--- config.mk ---
export PLATFORM = sky130hd
export DESIGN_NAME = video_fetcher
export DESIGN_NICKNAME = d
export VERILOG_FILES = /design/src/rtl/video_fetcher.sv
export SDC_FILE = /design/constraint.sdc
export NUM_CORES = 1
export LEC_CHECK = 0
export CAP_MARGIN = 10
export CORE_MARGIN = 1.5
export CORE_UTILIZATION = 45
export DETAILED_ROUTE_END_ITERATION = 12
export DONT_BUFFER_PORTS = 1
export PLACE_DENSITY_LB_ADDON = 0.25
export SKIP_CTS_REPAIR_TIMING = 1
export SYNTH_ARGS = -nofsm -noshare
export SYNTH_HDL_FRONTEND = slang
export SYNTH_SLANG_ARGS = --single-unit
--- constraint.sdc ---
create_clock -name clk -period 2.9 [get_ports clk]
set_clock_uncertainty 0.1 [all_clocks]
set_input_delay 0.58 -clock clk [delete_from_list [all_inputs] [get_ports clk]]
set_output_delay 0.58 -clock clk [all_outputs]
set_load 0.02 [all_outputs]
--- src/rtl/video_fetcher.sv ---
// Video fetch responder: turns generator addresses into DRAM reads and
// buffers returned words in a credit-limited first-word-fall-through FIFO.
module video_fetcher #(
  parameter int FIFO_LOG2 = 3,
  parameter int MAX_OUT   = 2
) (
  input  logic        clk,
  input  logic        rst,
  input  logic        fetch_en,
  input  logic        flush,
  input  logic [20:0] video_addr,
  output logic        video_next,
  output logic        dram_req,
  output logic [20:0] dram_addr,
  input  logic        dram_ack,
  input  logic        dram_rvalid,
  input  logic [15:0] dram_rdata,
  input  logic        pix_rd,
  output logic [15:0] pix_data,
  output logic        pix_empty
);

  localparam int DEPTH = 1 << FIFO_LOG2;
  localparam int OW    = $clog2(MAX_OUT + 1);
  localparam int CW    = FIFO_LOG2 + 1;
  localparam int PW    = FIFO_LOG2;
  localparam int SW    = FIFO_LOG2 + 2;

  localparam logic [SW-1:0] DEPTH_W = SW'(DEPTH);
  localparam logic [OW:0]   MAXO_W  = (OW + 1)'(MAX_OUT);

  localparam logic [0:0] IDLE = 1'b0;
  localparam logic [0:0] REQ  = 1'b1;

  logic [0:0]    state_q, state_d;
  logic [CW-1:0] cnt_q, cnt_d;
  logic [OW-1:0] out_q, out_d;
  logic [OW-1:0] drop_q, drop_d;
  logic [PW-1:0] wptr_q, rptr_q;
  logic [15:0]   mem_q [DEPTH];

  logic          ack;
  logic          rv_drop;
  logic          rv_take;
  logic          wr;
  logic          rd;
  logic          can_req;
  logic          can_post;
  logic [SW-1:0] used;
  logic [SW-1:0] used_post;
  logic [OW:0]   out_post;

  assign dram_req   = (state_q == REQ);
  assign dram_addr  = video_addr;
  assign ack        = dram_req & dram_ack;
  assign video_next = ack;

  assign pix_empty = (cnt_q == '0);
  assign pix_data  = pix_empty ? '0 : mem_q[rptr_q];

  // Credits cover both buffered words and reads still in flight.
  assign used      = SW'(cnt_q) + SW'(out_q);
  assign used_post = used + SW'(1);
  assign out_post  = {1'b0, out_q} + (OW + 1)'(1);

  assign can_req  = fetch_en & ~flush
                  & (used < DEPTH_W)
                  & ({1'b0, out_q} < MAXO_W);
  assign can_post = fetch_en & ~flush
                  & (used_post < DEPTH_W)
                  & (out_post < MAXO_W);

  // Stale returns from before a flush come back first, in order.
  assign rv_drop = dram_rvalid & (drop_q != '0);
  assign rv_take = dram_rvalid & (drop_q == '0) & (out_q != '0);
  assign wr      = rv_take & ~flush;
  assign rd      = pix_rd & ~pix_empty & ~flush;

  always_comb begin
    state_d = state_q;
    unique case (state_q)
      IDLE:    if (can_req) state_d = REQ;
      REQ:     if (dram_ack) state_d = can_post ? REQ : IDLE;
      default: state_d = IDLE;
    endcase
  end

  always_comb begin
    out_d  = out_q + OW'(ack) - OW'(rv_take);
    drop_d = drop_q - OW'(rv_drop);
    cnt_d  = cnt_q + CW'(wr) - CW'(rd);
    if (flush) begin
      drop_d = out_q + OW'(ack) - OW'(rv_take);
      out_d  = '0;
      cnt_d  = '0;
    end
  end

  always_ff @(posedge clk) begin
    if (rst) begin
      state_q <= IDLE;
      cnt_q   <= '0;
      out_q   <= '0;
      drop_q  <= '0;
      wptr_q  <= '0;
      rptr_q  <= '0;
    end else begin
      state_q <= state_d;
      cnt_q   <= cnt_d;
      out_q   <= out_d;
      drop_q  <= drop_d;
      if (flush) begin
        wptr_q <= '0;
        rptr_q <= '0;
      end else begin
        if (wr) wptr_q <= wptr_q + PW'(1);
        if (rd) rptr_q <= rptr_q + PW'(1);
      end
    end
  end

  always_ff @(posedge clk) begin
    if (wr) mem_q[wptr_q] <= dram_rdata;
  end

endmodule

==> results.cfg, run 1 <==
[yosys]
netlist_instances = 341
syn-cell-area_um2 = 6066
synth_edf_count = 128
yosys.area.top_type = edfxtp_1
synth_cell_type_count = 36
synth_top_area_share_pct = 63.37
yosysWarnings = 0
yosysSeqAreaShare_pct = 69.31
synthArstFlopShare_pct = 0
synth_ff_type = edfxtp_1
syn_nets = 400
synth_area_leaders = edfxtp_1 (63%), mux4_2 (12%), dfxtp_1 (5.9%), mux2i_1 (2.8%), ha_1 (2.7%)
ys_ff_latch = 146
avgSynthCellArea_um2 = 17.79

[power]
p_int_mw = 3.544
cellLeakagePower_nw = 2.233
p_seq_share_pct = 53.3
power_mw = 4.307
netSwitchingFraction_pct = 17.72
p_sw_uw = 763.1
power_density_nw_per_um2 = 628.2
clock_power_share_pct = 45.8
ir_worst_vdd_v = 0.0004508
pwr-share-comb_pct = 0.9

[setup_path]
cpPeakStageDelay_ns = 0.59
path_delay_family = multiplexers
path_depth = 5
path_class = flop to output port
cpMaxStageDelayCell = mux4_1
worstPathRequired_ns = 2.22
arrival_ns = 1.98
reg2reg_depth = 11
critPathBufInv = 2
path_cells = buf_12 > mux4_1 > mux2i_1 > nor2_1 > buf_4
cp-end-kind = output port
cp-start-kind = flop
critPathMaxFanout = 32

[clocking]
cts_max_level = 4
cts_tree = yes
cts_sinks = 146
clock_latency_ns = 0.40
cts_made_buffers = 17
ctsLongestPathBuffers = 2
root_buffer = clkbuf_16
clkTransAtPathRegs_ns = 0.05

[floorplanning]
die_y_um = 119.1
dieArea_um2 = 14180
rows = 42
start_util_pct = 45.99
num_io_pins = 84
core_area_um2 = 13190
die_w_um = 119.1

[sta]
min_period_ns = 2.663
rsz0062_at_grt = no
slew_violations = 0
maxSlewHeadroom_pct = 65.56
timing.fmax_mhz = 375.6
fin_crit_sh_pct = 91.81
fin_ws_ns = 0.2375
fin_setup_tns_ns = 0
setup_viol = 0
hold_viol = 0
tightest_slew_ns = 0.5138

[placed_design]
dpl-instance-area_um2 = 6324
port_buffers = 0
gp_congestion = 0.7471
dp_worst_setup_slack_ns = 0.4268
dp_cells = 508
hpwl_mm = 6.269

[route]
drtAntennaViolNets = 0
dr.pass1.iters = 4
post_drt_wl_per_cell_um = 19.59
drc_errors = 0
num_vias = 2838
vias_per_cell = 5.265
drt-total-wl_mm = 10.56
drtIter0Drc = 260

[global_routing]
grt_overflow = 0
grt.total_usage_pct = 16.39
first_global_vias = 3067
grt_pass1_wl_mm = 16.73
antenna_found_initial = 0
grt_start_max_net_pins = 33

[min_path]
whs_path_depth = 1
min_path_type = input port to flop

[final_layout]
fin_cells = 539
fillers = 1062
final_layout_size_suffix_gt1_share_pct = 23.69
final_cell_mix = edfxtp_1 (128), nor2_1 (39), mux4_2 (31)
fin_area_um2 = 6857
mostFrequentLayoutCell = edfxtp_1
nets = 410
area_delta_synth_final_pct = 13.04
diodes = 0

[flow_run]
drv_cap = 0

[run_status]
status = finished, final reports clean
through the flow:
stage	hold WS [ns]	util (%)
6_report	0.1412	51.98
5_1_grt	0.1187	51.98
4_1_cts	0.1207	51.98
3_5_place_dp	0.4282	47.94
3_3_place_gp	0.4225	47.94
2_1_floorplan	0.3847	-
cell type report:
class,instances,area (um2),share of cell area [%]
flip-flops and latches,146,4205,61.33
clock buffers,21,440.4,6.423
inverters,14,52.55,0.7664
repair buffers,24,255.2,3.723
well taps,176,220.2,3.212
multi-input cells,148,1590,23.19
clock inverters,10,92.59,1.350
registers in the layout, indices dropped and copies added (netlist names), named ones only:
signal	count
rptr_q	3
dram_req	1
out_q	2
cnt_q	4
mem_q	128
wptr_q	3
drop_q	2
cells by family after synthesis:
| kind of cell | after synthesis | share of synthesized area [%] |
|---|---|---|
| AND/OR/NAND/NOR | 63 | 4.724 |
| adder cells (fa/ha/maj) | 15 | 3.342 |
| XOR/XNOR | 11 | 1.588 |
| AO/OA/AOI/OAI | 10 | 1.135 |
| multiplexers | 49 | 14.75 |
| buffers and inverters | 47 | 5.157 |
| flip-flops | 146 | 69.31 |
power groups by stage:
stage / logic (mW) / registers, mW / clock network [mW]
floorplan: 0.0741 / 2.34 / 0
global placement: 0.0382 / 2.34 / 0
detailed placement: 0.0394 / 2.34 / 0
CTS: 0.0397 / 2.29 / 2.01
global route: 0.0445 / 2.29 / 2.10
finish: 0.0386 / 2.30 / 1.97
layer usage:
layer / wire [um] / share of wire (%) / up-vias / track usage, %
li1: - / - / 1300 / -
met1: 4603 / 44 / 1453 / 20.64
met2: 5163 / 49 / 64 / 25.54
met3: 632 / 6.0 / 21 / 5.460
met4: 157 / 1.5 / 0 / 8.133
met5: 0 / 0 / - / 0
path summary, 6_finish.rpt:
kind	from	end	slack, ns
max	flop	pix_data[15]	0.24
min	rst	dram_req$_SDFF_PP0_	0.14
max reg2reg	cnt_q[2]$_SDFF_PP0_	cnt_q[2]$_SDFF_PP0_	0.40
min reg2reg	rptr_q[2]$_SDFFE_PP0P_	rptr_q[2]$_SDFFE_PP0P_	0.44
cells in the mapped netlist, types with 2 or more instances:
library cell	instances
a21oi_1	4
buf_12	2
buf_2	5
buf_4	21
clkbuf_1	3
dfxtp_1	18
edfxtp_1	128
fa_1	2
ha_1	13
inv_1	14
mux2i_1	17
mux4_2	31
nand2_1	7
nand2b_1	3
nand4_1	2
nor2_1	39
nor3_1	4
xnor2_1	3
xor2_1	8
Note: power is estimated with default switching activity, not from simulation.
==> run 2: changes to the inputs <==
- CORE_UTILIZATION: 45 -> 35
- CTS_CLUSTER_DIAMETER: not set -> 40
==> run 2 against run 1 <==
Effect of this change:
- critical path type unchanged
- clock power barely moved
- routed wire length increased by 5.1%
- critical path depth did not move
- utilization is 11 points lower
- cell count up 11%
- total power down 0.54%
- flip-flop and latch count unchanged
- register-to-register slack improved by 0.06 ns
- largest power group unchanged
- count of clock-buffer cells in the layout rose by 5
- via count increased by 3.2%
==> results.cfg, run 2 (synthesis results as in run 1) <==
[global_routing]
grt.total_usage_pct = 13.33
grt_overflow = 0
grt_pass1_wl_mm = 17.35
grt_start_max_net_pins = 33
first_global_vias = 3020
antenna_found_initial = 0

[power]
p_seq_share_pct = 53.6
p_int_mw = 3.488
cellLeakagePower_nw = 2.291
clock_power_share_pct = 45.5
ir_worst_vdd_v = 0.0004018
power_density_nw_per_um2 = 616.2
p_sw_uw = 796.3
netSwitchingFraction_pct = 18.59
pwr-share-comb_pct = 0.9

[sta]
fin_setup_tns_ns = 0
timing.fmax_mhz = 371.4
fin_ws_ns = 0.2076
fin_crit_sh_pct = 92.84
rsz0062_at_grt = no
tightest_slew_ns = 0.3785
maxSlewHeadroom_pct = 74.73
hold_viol = 0
min_period_ns = 2.692
setup_viol = 0
slew_violations = 0

[final_layout]
register_area_um2 = 4205
largest-register = mem_q
mostFrequentLayoutCell = edfxtp_1
final_cell_mix = edfxtp_1 (128), nor2_1 (39), buf_4 (34)
reg_top3 = mem_q (128), cnt_q (4)
area_delta_synth_final_pct = 14.60
fin_area_um2 = 6952
final_layout_size_suffix_gt1_share_pct = 27.39
nets = 422
multi_input_area_um2 = 1590
fillers = 1490
largest_reg_flops = 128
final_core_util_pct = 41.48
diodes = 0

[clocking]
clkTransAtPathRegs_ns = 0.06
cts_made_buffers = 17
cts_max_level = 4
ctsLongestPathBuffers = 2
clock_latency_ns = 0.41
root_buffer = clkbuf_16
cts_tree = yes
cts_sinks = 146

[floorplanning]
core_area_um2 = 16760
start_util_pct = 36.19
dieArea_um2 = 18130
num_io_pins = 84
die_w_um = 134.6
rows = 47
die_y_um = 134.6

[min_path]
whs_path_depth = 1
min_path_type = input port to flop

[flow_run]
drv_cap = 0

[placed_design]
dpl-instance-area_um2 = 6419
dp_worst_setup_slack_ns = 0.4616
gp_congestion = 0.6814
port_buffers = 0
hpwl_mm = 7.053

[setup_path]
cpMaxStageDelayCell = mux4_1
path_delay_family = multiplexers
critPathBufInv = 2
arrival_ns = 2.01
cp-start-kind = flop
critPathMaxFanout = 32
path_class = flop to output port
path_depth = 5
cpPeakStageDelay_ns = 0.59
path_cells = buf_12 > mux4_1 > mux2i_1 > nor2_1 > buf_4
reg2reg_depth = 11
cp-end-kind = output port
worstPathRequired_ns = 2.22

[route]
vias_per_cell = 4.913
drtIter0Drc = 259
top_layer_used = met4
drtAntennaViolNets = 0
post_drt_wl_per_cell_um = 18.61
wl_met3_um = 581
drt-total-wl_mm = 11.09
drc_errors = 0
dr_wl_met2_mm = 5.477
dr.pass1.iters = 4
wl_met1_mm = 4.813
num_vias = 2928

[run_status]
status = finished, final reports clean
-- run 2: cell count changes in the layout (fill, tap and decap cells not counted), sizes merged --
cell      before  now
bufinv         2    0
buf           24   36
clkinvlp       0    1
clkinv         8    5
clkbuf        21   26
-- run 2: final timing paths --
| check | from | end | slack, ns |
|---|---|---|---|
| max | flop | pix_data[15] | 0.21 |
| min | rst | dram_req$_SDFF_PP0_ | 0.13 |
| max reg2reg | cnt_q[2]$_SDFF_PP0_ | cnt_q[2]$_SDFF_PP0_ | 0.46 |
| min reg2reg | rptr_q[0]$_SDFFE_PP0P_ | rptr_q[0]$_SDFFE_PP0P_ | 0.44 |
-- run 2: area by class of cell --
| class | instances | area share, % |
|---|---|---|
| multi-input cells | 148 | 22.88 |
| flip-flops and latches | 146 | 60.49 |
| inverters | 14 | 0.7559 |
| clock buffers | 26 | 7.199 |
| well taps | 220 | 3.960 |
| repair buffers | 36 | 4.248 |
| clock inverters | 6 | 0.4680 |
-- run 2: power groups by stage --
stage / combinational (mW) / clock (mW) / sequential [mW]
final: 0.0383 / 1.95 / 2.29
after global routing: 0.0439 / 2.10 / 2.29
after CTS: 0.0394 / 2.00 / 2.29
after detailed placement: 0.0390 / 0 / 2.34
after global placement: 0.0383 / 0 / 2.34
after floorplan: 0.0741 / 0 / 2.34
-- run 2: per-layer routing --
metal  vias to the layer above  GRT usage [%]
met1                      1497          16.56
li1                       1326              -
met3                        26          4.392
met5                         -              0
met2                        79          21.17
met4                         0          6.272
-- run 2: worst reg2reg max path, cell delays in order, from the launching register on --
cell and delay [ns]:
dfxtp_1 0.36, inv_1 0.10, ha_1 0.20, nor3b_4 0.15, nor3b_1 0.29, ha_1 0.29
inv_1 0.05, ha_1 0.15, inv_1 0.05, fa_1 0.38, xor2_1 0.16, nor2_1 0.05
-- run 2: stage by stage --
| step | hold WS (ns) | std cells | total power, mW |
|---|---|---|---|
| 2_1_floorplan | 0.3847 | 341 | 2.411 |
| 3_3_place_gp | 0.4191 | 564 | 2.376 |
| 3_5_place_dp | 0.4270 | 564 | 2.377 |
| 4_1_cts | 0.1080 | 596 | 4.334 |
| 5_1_grt | 0.1111 | 596 | 4.433 |
| 6_report | 0.1296 | 596 | 4.284 |
==> run 3: changes to the inputs <==
- CORE_MARGIN: 1.5 -> 2
- CTS_CLUSTER_DIAMETER: 40 -> not set
==> run 3 against run 2 <==
Effect of this change:
- sequential share of layout area rose by 0.33 points
- fmax down 0.23%
- cell count decreased by 0.67%
- die area rose by 1.5%
- utilization down 1.1 points
- via count down 2.4%
- count of clock-buffer cells in the layout decreased by 6
- worst setup slack worse by 0.0062 ns
- flip-flop and latch count unchanged
- critical endpoint is now pix_data[2]
==> results.cfg, run 3 (synthesis results as in run 1) <==
[global_routing]
grt_util_met2_pct = 21.04
antenna_found_initial = 0
first_global_vias = 3096
grt_overflow = 0
grt_start_max_net_pins = 33
grt.total_usage_pct = 13.00
grt_pass1_wl_mm = 17.27
met1_usage_pct = 15.76
busiest_layer = met2
grt_util_met3_pct = 4.938

[setup_path]
path_class = flop to output port
r2r-end = cnt_q[2]$_SDFF_PP0_
critPathBufInv = 2
cpMaxStageDelayCell = mux4_2
worstReg2RegStart = cnt_q[2]$_SDFF_PP0_
worstPathRequired_ns = 2.22
cp-start-kind = flop
critPathMaxFanout = 32
reg2reg_slack_ns = 0.44
cp-end-kind = output port
path_depth = 5
reg2reg_depth = 11
path_cells = buf_12 > mux4_2 > mux2i_1 > nor2_1 > buf_4
cpPeakStageDelay_ns = 0.53
arrival_ns = 2.02
path_delay_family = multiplexers

[floorplanning]
core_area_um2 = 17120
start_util_pct = 35.44
rows = 48
num_io_pins = 84
die_w_um = 135.6
die_y_um = 135.6
dieArea_um2 = 18400

[power]
netSwitchingFraction_pct = 18.49
p_sw_uw = 806.5
power_mw = 4.362
power_density_nw_per_um2 = 630.9
clock_power_share_pct = 46.5
p_int_mw = 3.555
cellLeakagePower_nw = 2.243
ir_worst_vdd_v = 0.0003912
p_seq_share_pct = 52.6
pwr-share-comb_pct = 0.9

[final_layout]
largest_reg_flops = 128
nets = 414
reg_top3 = mem_q (128), cnt_q (4)
largest-register = mem_q
fin_cells = 592
fillers = 1537
area_delta_synth_final_pct = 13.99
final_layout_size_suffix_gt1_share_pct = 25.61
fin_area_um2 = 6914
mostFrequentLayoutCell = edfxtp_1
final_core_util_pct = 40.39
diodes = 0
final_cell_mix = edfxtp_1 (128), nor2_1 (39), mux4_2 (31)

[run_status]
status = finished, final reports clean

[clocking]
clkTransAtPathRegs_ns = 0.06
cts_sinks = 146
ctsLongestPathBuffers = 2
clock_latency_ns = 0.41
cts_made_buffers = 17
cts_max_level = 4
cts_tree = yes
root_buffer = clkbuf_16

[sta]
tightest_slew_ns = 0.3728
fin_setup_tns_ns = 0
rsz0062_at_grt = no
timing.fmax_mhz = 370.6
slew_violations = 0
min_period_ns = 2.699
fin_ws_ns = 0.2014
hold_viol = 0
hold_ws_ns = 0.1359
setup_viol = 0
maxSlewHeadroom_pct = 75.11
fin_crit_sh_pct = 93.05

[route]
drtIter0Drc = 137
drtAntennaViolNets = 0
post_drt_wl_per_cell_um = 18.60
num_vias = 2859
dr.pass1.iters = 4
drc_errors = 0
vias_per_cell = 4.829
drt-total-wl_mm = 11.01

[placed_design]
dp_cells = 561
dpl-instance-area_um2 = 6365
hpwl_mm = 6.378
port_buffers = 0
gp_congestion = 0.7259
dp_worst_setup_slack_ns = 0.4834

[flow_run]
drv_cap = 0

[min_path]
whs_path_depth = 1
worstHoldStart = rst
min_to = drop_q[0]$_SDFF_PP0_
min_path_type = input port to flop
==> run 3: changes by cell type in the layout (fill, tap and decap cells not counted) <==
| cell | delta |
|---|---|
| clkinvlp_4 | +2 |
| clkbuf_1 | -3 |
| clkinv_2 | -3 |
| clkbuf_16 | -1 |
| inv_6 | +1 |
| buf_4 | -8 |
| clkinv_1 | +3 |
| clkbuf_8 | -2 |
| bufinv_16 | +2 |
==> run 3: worst max-delay path by stage <==
stage / endpoint / slack [ns] / start
after CTS: pix_data[15] / 0.14 / flop
after floorplan: mem_q[2][0]$_DFFE_PP_ / 0.23 / flush
after global routing: pix_data[2] / 0.09 / flop
after detailed placement: cnt_q[2]$_SDFF_PP0_ / 0.48 / cnt_q[2]$_SDFF_PP0_
after global placement: cnt_q[2]$_SDFF_PP0_ / 0.53 / dram_rvalid
final: pix_data[2] / 0.20 / flop
==> run 3: metal layers <==
metal  wire length, um  share of wire (%)  vias to the layer above
met1              4778                 43                     1470
met4               114                1.0                        0
met5                 0                  0                        -
li1                  -                  -                     1309
met3               740                6.7                       11
met2              5378                 49                       69
==> run 3: layout make-up <==
class                   instances  area [um2]  area share (%)
flip-flops and latches        146        4205           60.82
inverters                      14       52.55          0.7600
clock inverters                11       112.6           1.629
multi-input cells             148        1590           23.00
repair buffers                 28       235.2           3.402
well taps                     225       281.5           4.072
clock buffers                  20       436.7           6.316
==> run 3: power groups by stage <==
stage | clock [mW] | combinational, mW | sequential (mW)
detailed placement | 0 | 0.0395 | 2.34
CTS | 2.08 | 0.0399 | 2.29
global placement | 0 | 0.0387 | 2.34
global route | 2.17 | 0.0449 | 2.29
finish | 2.03 | 0.0390 | 2.29
floorplan | 0 | 0.0741 | 2.34
